==> config.mk <==
export PLATFORM = sky130hd
export DESIGN_NAME = mem_bus_arbiter_flat
export DESIGN_NICKNAME = d
export VERILOG_FILES = /design/src/rtl/mem_bus_arbiter_if.sv /design/src/rtl/mem_bus_arbiter.sv /design/src/flat_wrapper.sv
export SDC_FILE = /design/constraint.sdc
export NUM_CORES = 1
export LEC_CHECK = 0
export CAP_MARGIN = 20
export CELL_PAD_IN_SITES_DETAIL_PLACEMENT = 1
export CELL_PAD_IN_SITES_GLOBAL_PLACEMENT = 1
export CORE_MARGIN = 5
export CORE_UTILIZATION = 29
export CTS_CLUSTER_SIZE = 14
export DETAILED_ROUTE_END_ITERATION = 6
export PLACE_DENSITY = 0.91
export REMOVE_ABC_BUFFERS = 1
export SETUP_SLACK_MARGIN = 0.1
export SLEW_MARGIN = 10
export SYNTH_ARGS = -nofsm -noshare
export SYNTH_HDL_FRONTEND = slang
export SYNTH_SLANG_ARGS = --single-unit
==> constraint.sdc <==
create_clock -name clk -period 2.55 [get_ports clk]
set_input_delay 0.255 -clock clk [delete_from_list [all_inputs] [get_ports clk]]
set_output_delay 0.255 -clock clk [all_outputs]
set_load 0.005 [all_outputs]
==> src/rtl/mem_bus_arbiter_if.sv <==
// Bus bundle between the two requesters (CPU, DMA), the arbiter and the memory model.
// The arbiter connects through the slave modport; the requester/memory side uses master.
interface mem_bus_arbiter_if #(
  parameter int unsigned ADDR_W = 11,
  parameter int unsigned DATA_W = 16
);
  // Requester side
  logic              req0;
  logic              req1;
  logic              we0;
  logic              we1;
  logic [ADDR_W-1:0] addr0;
  logic [ADDR_W-1:0] addr1;
  logic [DATA_W-1:0] wdata0;
  logic [DATA_W-1:0] wdata1;
  logic              gnt0;
  logic              gnt1;
  logic              done0;
  logic              done1;
  logic [DATA_W-1:0] rdata;

  // Memory side
  logic [ADDR_W-1:0] mem_addr;
  logic [DATA_W-1:0] mem_wdata;
  logic              mem_re;
  logic              mem_we;
  logic [DATA_W-1:0] mem_rdata;

  modport slave (
    input  req0, req1, we0, we1, addr0, addr1, wdata0, wdata1, mem_rdata,
    output gnt0, gnt1, done0, done1, rdata, mem_addr, mem_wdata, mem_re, mem_we
  );

  modport master (
    output req0, req1, we0, we1, addr0, addr1, wdata0, wdata1, mem_rdata,
    input  gnt0, gnt1, done0, done1, rdata, mem_addr, mem_wdata, mem_re, mem_we
  );
endinterface

==> src/rtl/mem_bus_arbiter.sv <==
// Two-requester arbiter for the single-port 2K x 16 memory (CPU = 0, DMA = 1).
// Holds mem_re/mem_we for MEM_LAT cycles per access, then pulses done for one cycle.
// Optional feature: define ARB_FIXED_PRIO_EN to make the CPU win every tie
// (default build is round-robin on ties).
module mem_bus_arbiter #(
  parameter int unsigned ADDR_W  = 11,
  parameter int unsigned DATA_W  = 16,
  parameter int unsigned MEM_LAT = 5   // legal range 1..15
) (
  input logic              clk,
  input logic              rst_n,
  mem_bus_arbiter_if.slave bus
);

  localparam int unsigned CntW = 4;

  typedef enum logic [1:0] {StIdle, StAccess, StDone} state_e;

  state_e            state_q, state_d;
  logic [CntW-1:0]   cnt_q, cnt_d;
  logic              owner_q, owner_d;  // last_owner; also selects which gnt/done is driven
  logic              we_q, we_d;
  logic [ADDR_W-1:0] addr_q, addr_d;
  logic [DATA_W-1:0] wdata_q, wdata_d;
  logic [DATA_W-1:0] rdata_q, rdata_d;

  logic any_req;
  logic winner;

  // Pick the requester to serve when leaving IDLE
  always_comb begin
    any_req = bus.req0 | bus.req1;
`ifdef ARB_FIXED_PRIO_EN
    winner = ~bus.req0;
`else
    if (bus.req0 && bus.req1) begin
      winner = ~owner_q;
    end else begin
      winner = ~bus.req0;
    end
`endif
  end

  // State and datapath registers
  always_ff @(posedge clk or negedge rst_n) begin
    if (!rst_n) begin
      state_q <= StIdle;
      cnt_q   <= '0;
      owner_q <= 1'b1;  // CPU wins the first tie
      we_q    <= 1'b0;
      addr_q  <= '0;
      wdata_q <= '0;
      rdata_q <= '0;
    end else begin
      state_q <= state_d;
      cnt_q   <= cnt_d;
      owner_q <= owner_d;
      we_q    <= we_d;
      addr_q  <= addr_d;
      wdata_q <= wdata_d;
      rdata_q <= rdata_d;
    end
  end

  // Next-state and datapath update
  always_comb begin
    state_d = state_q;
    cnt_d   = cnt_q;
    owner_d = owner_q;
    we_d    = we_q;
    addr_d  = addr_q;
    wdata_d = wdata_q;
    rdata_d = rdata_q;
    unique case (state_q)
      StIdle: begin
        if (any_req) begin
          state_d = StAccess;
          owner_d = winner;
          cnt_d   = CntW'(MEM_LAT - 1);
          we_d    = winner ? bus.we1    : bus.we0;
          addr_d  = winner ? bus.addr1  : bus.addr0;
          wdata_d = winner ? bus.wdata1 : bus.wdata0;
        end
      end
      StAccess: begin
        if (cnt_q == '0) begin
          state_d = StDone;
          // Read data is valid on the last cycle of the strobe window
          if (!we_q) begin
            rdata_d = bus.mem_rdata;
          end
        end else begin
          cnt_d = cnt_q - 1'b1;
        end
      end
      StDone: begin
        state_d = StIdle;
      end
      default: begin
        state_d = StIdle;
      end
    endcase
  end

  // Moore outputs decoded from state and the latched owner/direction
  always_comb begin
    bus.gnt0      = (state_q != StIdle) && !owner_q;
    bus.gnt1      = (state_q != StIdle) &&  owner_q;
    bus.done0     = (state_q == StDone) && !owner_q;
    bus.done1     = (state_q == StDone) &&  owner_q;
    bus.mem_re    = (state_q == StAccess) && !we_q;
    bus.mem_we    = (state_q == StAccess) &&  we_q;
    bus.mem_addr  = addr_q;
    bus.mem_wdata = wdata_q;
    bus.rdata     = rdata_q;
  end

endmodule
==> src/flat_wrapper.sv <==
// flat-port wrapper written by rule: the top's interface ports become plain ports
module mem_bus_arbiter_flat 
#(
  parameter int unsigned ADDR_W  = 11,
  parameter int unsigned DATA_W  = 16,
  parameter int unsigned MEM_LAT = 5                       
)
  (clk, rst_n, bus_req0, bus_req1, bus_we0, bus_we1, bus_addr0, bus_addr1, bus_wdata0, bus_wdata1, bus_mem_rdata, bus_gnt0, bus_gnt1, bus_done0, bus_done1, bus_rdata, bus_mem_addr, bus_mem_wdata, bus_mem_re, bus_mem_we);
  mem_bus_arbiter_if #(.ADDR_W(ADDR_W), .DATA_W(DATA_W)) bus_i ();
  input logic clk;
  input logic rst_n;
  input wire logic [$bits(bus_i.req0)-1:0] bus_req0;
  input wire logic [$bits(bus_i.req1)-1:0] bus_req1;
  input wire logic [$bits(bus_i.we0)-1:0] bus_we0;
  input wire logic [$bits(bus_i.we1)-1:0] bus_we1;
  input wire logic [$bits(bus_i.addr0)-1:0] bus_addr0;
  input wire logic [$bits(bus_i.addr1)-1:0] bus_addr1;
  input wire logic [$bits(bus_i.wdata0)-1:0] bus_wdata0;
  input wire logic [$bits(bus_i.wdata1)-1:0] bus_wdata1;
  input wire logic [$bits(bus_i.mem_rdata)-1:0] bus_mem_rdata;
  output wire logic [$bits(bus_i.gnt0)-1:0] bus_gnt0;
  output wire logic [$bits(bus_i.gnt1)-1:0] bus_gnt1;
  output wire logic [$bits(bus_i.done0)-1:0] bus_done0;
  output wire logic [$bits(bus_i.done1)-1:0] bus_done1;
  output wire logic [$bits(bus_i.rdata)-1:0] bus_rdata;
  output wire logic [$bits(bus_i.mem_addr)-1:0] bus_mem_addr;
  output wire logic [$bits(bus_i.mem_wdata)-1:0] bus_mem_wdata;
  output wire logic [$bits(bus_i.mem_re)-1:0] bus_mem_re;
  output wire logic [$bits(bus_i.mem_we)-1:0] bus_mem_we;
  assign bus_i.req0 = bus_req0;
  assign bus_i.req1 = bus_req1;
  assign bus_i.we0 = bus_we0;
  assign bus_i.we1 = bus_we1;
  assign bus_i.addr0 = bus_addr0;
  assign bus_i.addr1 = bus_addr1;
  assign bus_i.wdata0 = bus_wdata0;
  assign bus_i.wdata1 = bus_wdata1;
  assign bus_i.mem_rdata = bus_mem_rdata;
  assign bus_gnt0 = bus_i.gnt0;
  assign bus_gnt1 = bus_i.gnt1;
  assign bus_done0 = bus_i.done0;
  assign bus_done1 = bus_i.done1;
  assign bus_rdata = bus_i.rdata;
  assign bus_mem_addr = bus_i.mem_addr;
  assign bus_mem_wdata = bus_i.mem_wdata;
  assign bus_mem_re = bus_i.mem_re;
  assign bus_mem_we = bus_i.mem_we;
  mem_bus_arbiter #(.ADDR_W(ADDR_W), .DATA_W(DATA_W), .MEM_LAT(MEM_LAT)) u_core (.clk(clk), .rst_n(rst_n), .bus(bus_i));
endmodule
==> results <==
[cell families (layout without fill, tap and decap cells)]
family | count (synthesis) | after routing | synth area share (%)
compound gates | 92 | 92 | 20.63
fa+ha+maj | 1 | 1 | 0.5130
buf+inv | 28 | 143 | 5.336
flops | 51 | 51 | 52.39
mux | 19 | 19 | 10.16
simple gates | 50 | 50 | 10.98
[stage by stage]
step / util [%] / hold slack, ps / cells / power (mW)
2_1_floorplan: - / -40.59 / 217 / 2.311
4_1_cts: 47.07 / 126.8 / 461 / 4.163
5_1_grt: 47.07 / 167.5 / 461 / 4.394
3_3_place_gp: 45.80 / 436.6 / 453 / 3.508
3_5_place_dp: 45.80 / 457.6 / 453 / 3.637
6_report: 47.07 / 91.39 / 461 / 4.090
[metal layers]
layer  vias to the layer above  GRT usage [%]  share of wire, %
met2                       111          28.77                50
li1                       1105              -                 -
met1                      1150          18.39                39
met3                        13          5.441               9.2
met4                         0          4.908               1.7
met5                         -              0                 0
[cells in the mapped netlist, drive strengths merged]
master   n  share of area (%)
or3b     1               0.36
nor3b    1               0.31
nand2b   2               0.51
nor4     1               0.26
and2     2               0.51
a21o     1               0.36
o21ai   34                7.0
nor2b    2               0.51
dfstp    1                1.1
or2      2               0.51
nor2     6               0.92
mux2    16                8.9
a31oi   28                7.2
mux2i    3                1.2
ha       1               0.51
a21oi   28                5.7
inv      4               0.62
and3b    1               0.36
dfrtp   50                 51
a211o    1               0.36
nand2    2               0.31
and4     1               0.41
clkbuf  19                2.9
or3      1               0.26
buf      5                1.8
nand3   28                5.7
[worst paths after layout]
path | depth (start not counted) | start | endpoint
worst max-delay path | 5 | u_core.cnt_q[0] | u_core.bus.rdata[6]
worst min-delay path | 1 | rst_n | u_core.bus.rdata[10]
worst max register to register | 5 | u_core.cnt_q[0] | u_core.bus.rdata[6]
worst min register to register | 1 | u_core.cnt_q[0] | u_core.cnt_q[0]
max in group asynchronous | 2 | rst_n | u_core.bus.mem_wdata[10]
min in group clk | 1 | u_core.cnt_q[0] | u_core.cnt_q[0]
[flip-flops by register name, indices dropped and copies added (netlist names)]
| signal | count |
|---|---|
| u_core.bus.mem_wdata | 16 |
| u_core.owner_q | 1 |
| u_core.we_q | 1 |
| u_core.state_q | 2 |
| u_core.cnt_q | 4 |
| u_core.bus.rdata | 16 |
| u_core.bus.mem_addr | 11 |
[worst max-delay path: stages, from the launching register on]
cell and delay (ps):
sky130_fd_sc_hd__dfrtp_1 420, sky130_fd_sc_hd__inv_1 80, sky130_fd_sc_hd__ha_1 190, sky130_fd_sc_hd__or3b_1 400
sky130_fd_sc_hd__or3_1 680, sky130_fd_sc_hd__mux2_4 430
[layout make-up]
| cell class | instances | area share (%) |
|---|---|---|
| well taps | 105 | 3.397 |
| clock inverters | 1 | 0.1941 |
| flip-flops and latches | 51 | 33.03 |
| multi-input cells | 162 | 26.85 |
| clock buffers | 7 | 2.491 |
| repair buffers | 131 | 33.65 |
| inverters | 4 | 0.3882 |
[power by group]
| group | total (mW) | internal (mW) | switching, mW |
|---|---|---|---|
| combinational | 2.09 | 1.24 | 0.855 |
| clock | 0.516 | 0.247 | 0.269 |
| sequential | 1.48 | 1.22 | 0.258 |
| total | 4.09 | 2.71 | 1.38 |
==> implementation parameters <==
Parameter                              Value

Outcome
  Result of the run    completed

Detailed routing
  Total DRC errors in the routed layout    0
  Post-route antenna net violation count    0
  First DRT Iteration DRCs    50
  WL/cell    18.15 µm
  Detailed-route vias per instance    5.161
  First drt pass iteration count    4
  Total Wirelength    8369 µm
  Vias    2,379

GRT
  Number of global-route vias before repair    2,655
  Pin count of the biggest net entering global routing    41
  Number of antenna violations at the first check in global routing    0
  Overflow after GRT    0
  Overall track demand over capacity in global routing    16.21%
  First-pass GRT wire length    13,220 µm

Min path
  Path class of the lowest-slack min-delay path    input pin to asynchronous set/reset pin

Cells and area
  Commonest non-fill, non-tap cells in the layout    sky130_fd_sc_hd__clkdlybuf4s50_1, sky130_fd_sc_hd__dfrtp_1, sky130_fd_sc_hd__o21ai_0
  Layout overhead on the synthesized area    58.59%
  Flip-flop and latch area    1277 µm²
  Area of the multi-input gates    1039 µm²
  Most common cell after layout, fill and taps aside    sky130_fd_sc_hd__clkdlybuf4s50_1
  Post-route cell area    3867 µm²
  Ant. Diodes    0
  Final Net Count    432
  Filler instances    912
  Layout cells sized above 1    11.24%

Die
  Initial standard-cell utilization of the core    29.68%
  Number of rows created at floorplan    33
  Core outline area    8217 µm²
  Floorplan die area    10,340 µm²
  I/O pin cnt    125
  Die width    101.7 µm
  Chip Height    101.7 µm

STA
  Worst slew pin tran    925.1 ps
  Fmax    0.4326 GHz
  Normalized max-slew margin    38.33%
  Min cycle time layout    2311 ps
  Setup repair after global routing missed its margin    false
  Clk_skew    5.121 ps
  Final worst slack    238.5 ps
  Final count of hold timing violations    0
  Final setup violation count    0
  Setup TNS after final layout    0 ps
  Ratio of final minimum period to clock period    90.65%
  Pins Over Slew Limit    0

Placement
  Detailed placement HPWL    6472 µm
  Gpl congestion    0.7356
  Placed Instance Area    3764 µm²
  Post-place setup slack    226.4 ps
  Number of I/O port buffers    124

Yosys
  Number of flip-flops and latches in the synthesized netlist    51
  Sequential area share after synthesis    52.39%
  Count of different cell masters after synthesis    30
  Total standard cell area after synthesis    2439 µm²
  Post-Synthesis Cells    241
  Average cell area after synthesis    10.12 µm²
  Yosys warning total    0

CTS
  Clock sink count    51
  TritonCTS clock tree    yes
  Number of clock buffers inserted by TritonCTS    5
  Gates resized, CTS repair    0
  Clock-pin slew of the registers on the worst-case setup and hold paths    90 ps
  Count of hold buffers inserted by post-cts repair    0
  CTS HTree Levels    2
  Number of buffers added for setup after CTS    0
  Max Root-Sink Buffers    2
  Insertion delay to the later sink of the worst-skew pair    300 ps
  Clk root buf    sky130_fd_sc_hd__clkbuf_8

Pwr
  Leakage Power    1.552 nW
  Areal power density over the cells    1058 nW/µm²
  Peak supply drop    0.3002 mV

Setup path
  Worst-path maximum fanout    16
  Worst Setup Path Type    flop to flop
  Element type at the critical path start    flop
  Kind of capture point of the worst setup path    flop
  Critical path data arrival time    2500 ps
  Required time worst endpoint    2740 ps
  Slack of the worst reg-to-reg path    240 ps

Job
  Total of max-cap violations    0
(Power assumes the default switching activity.)
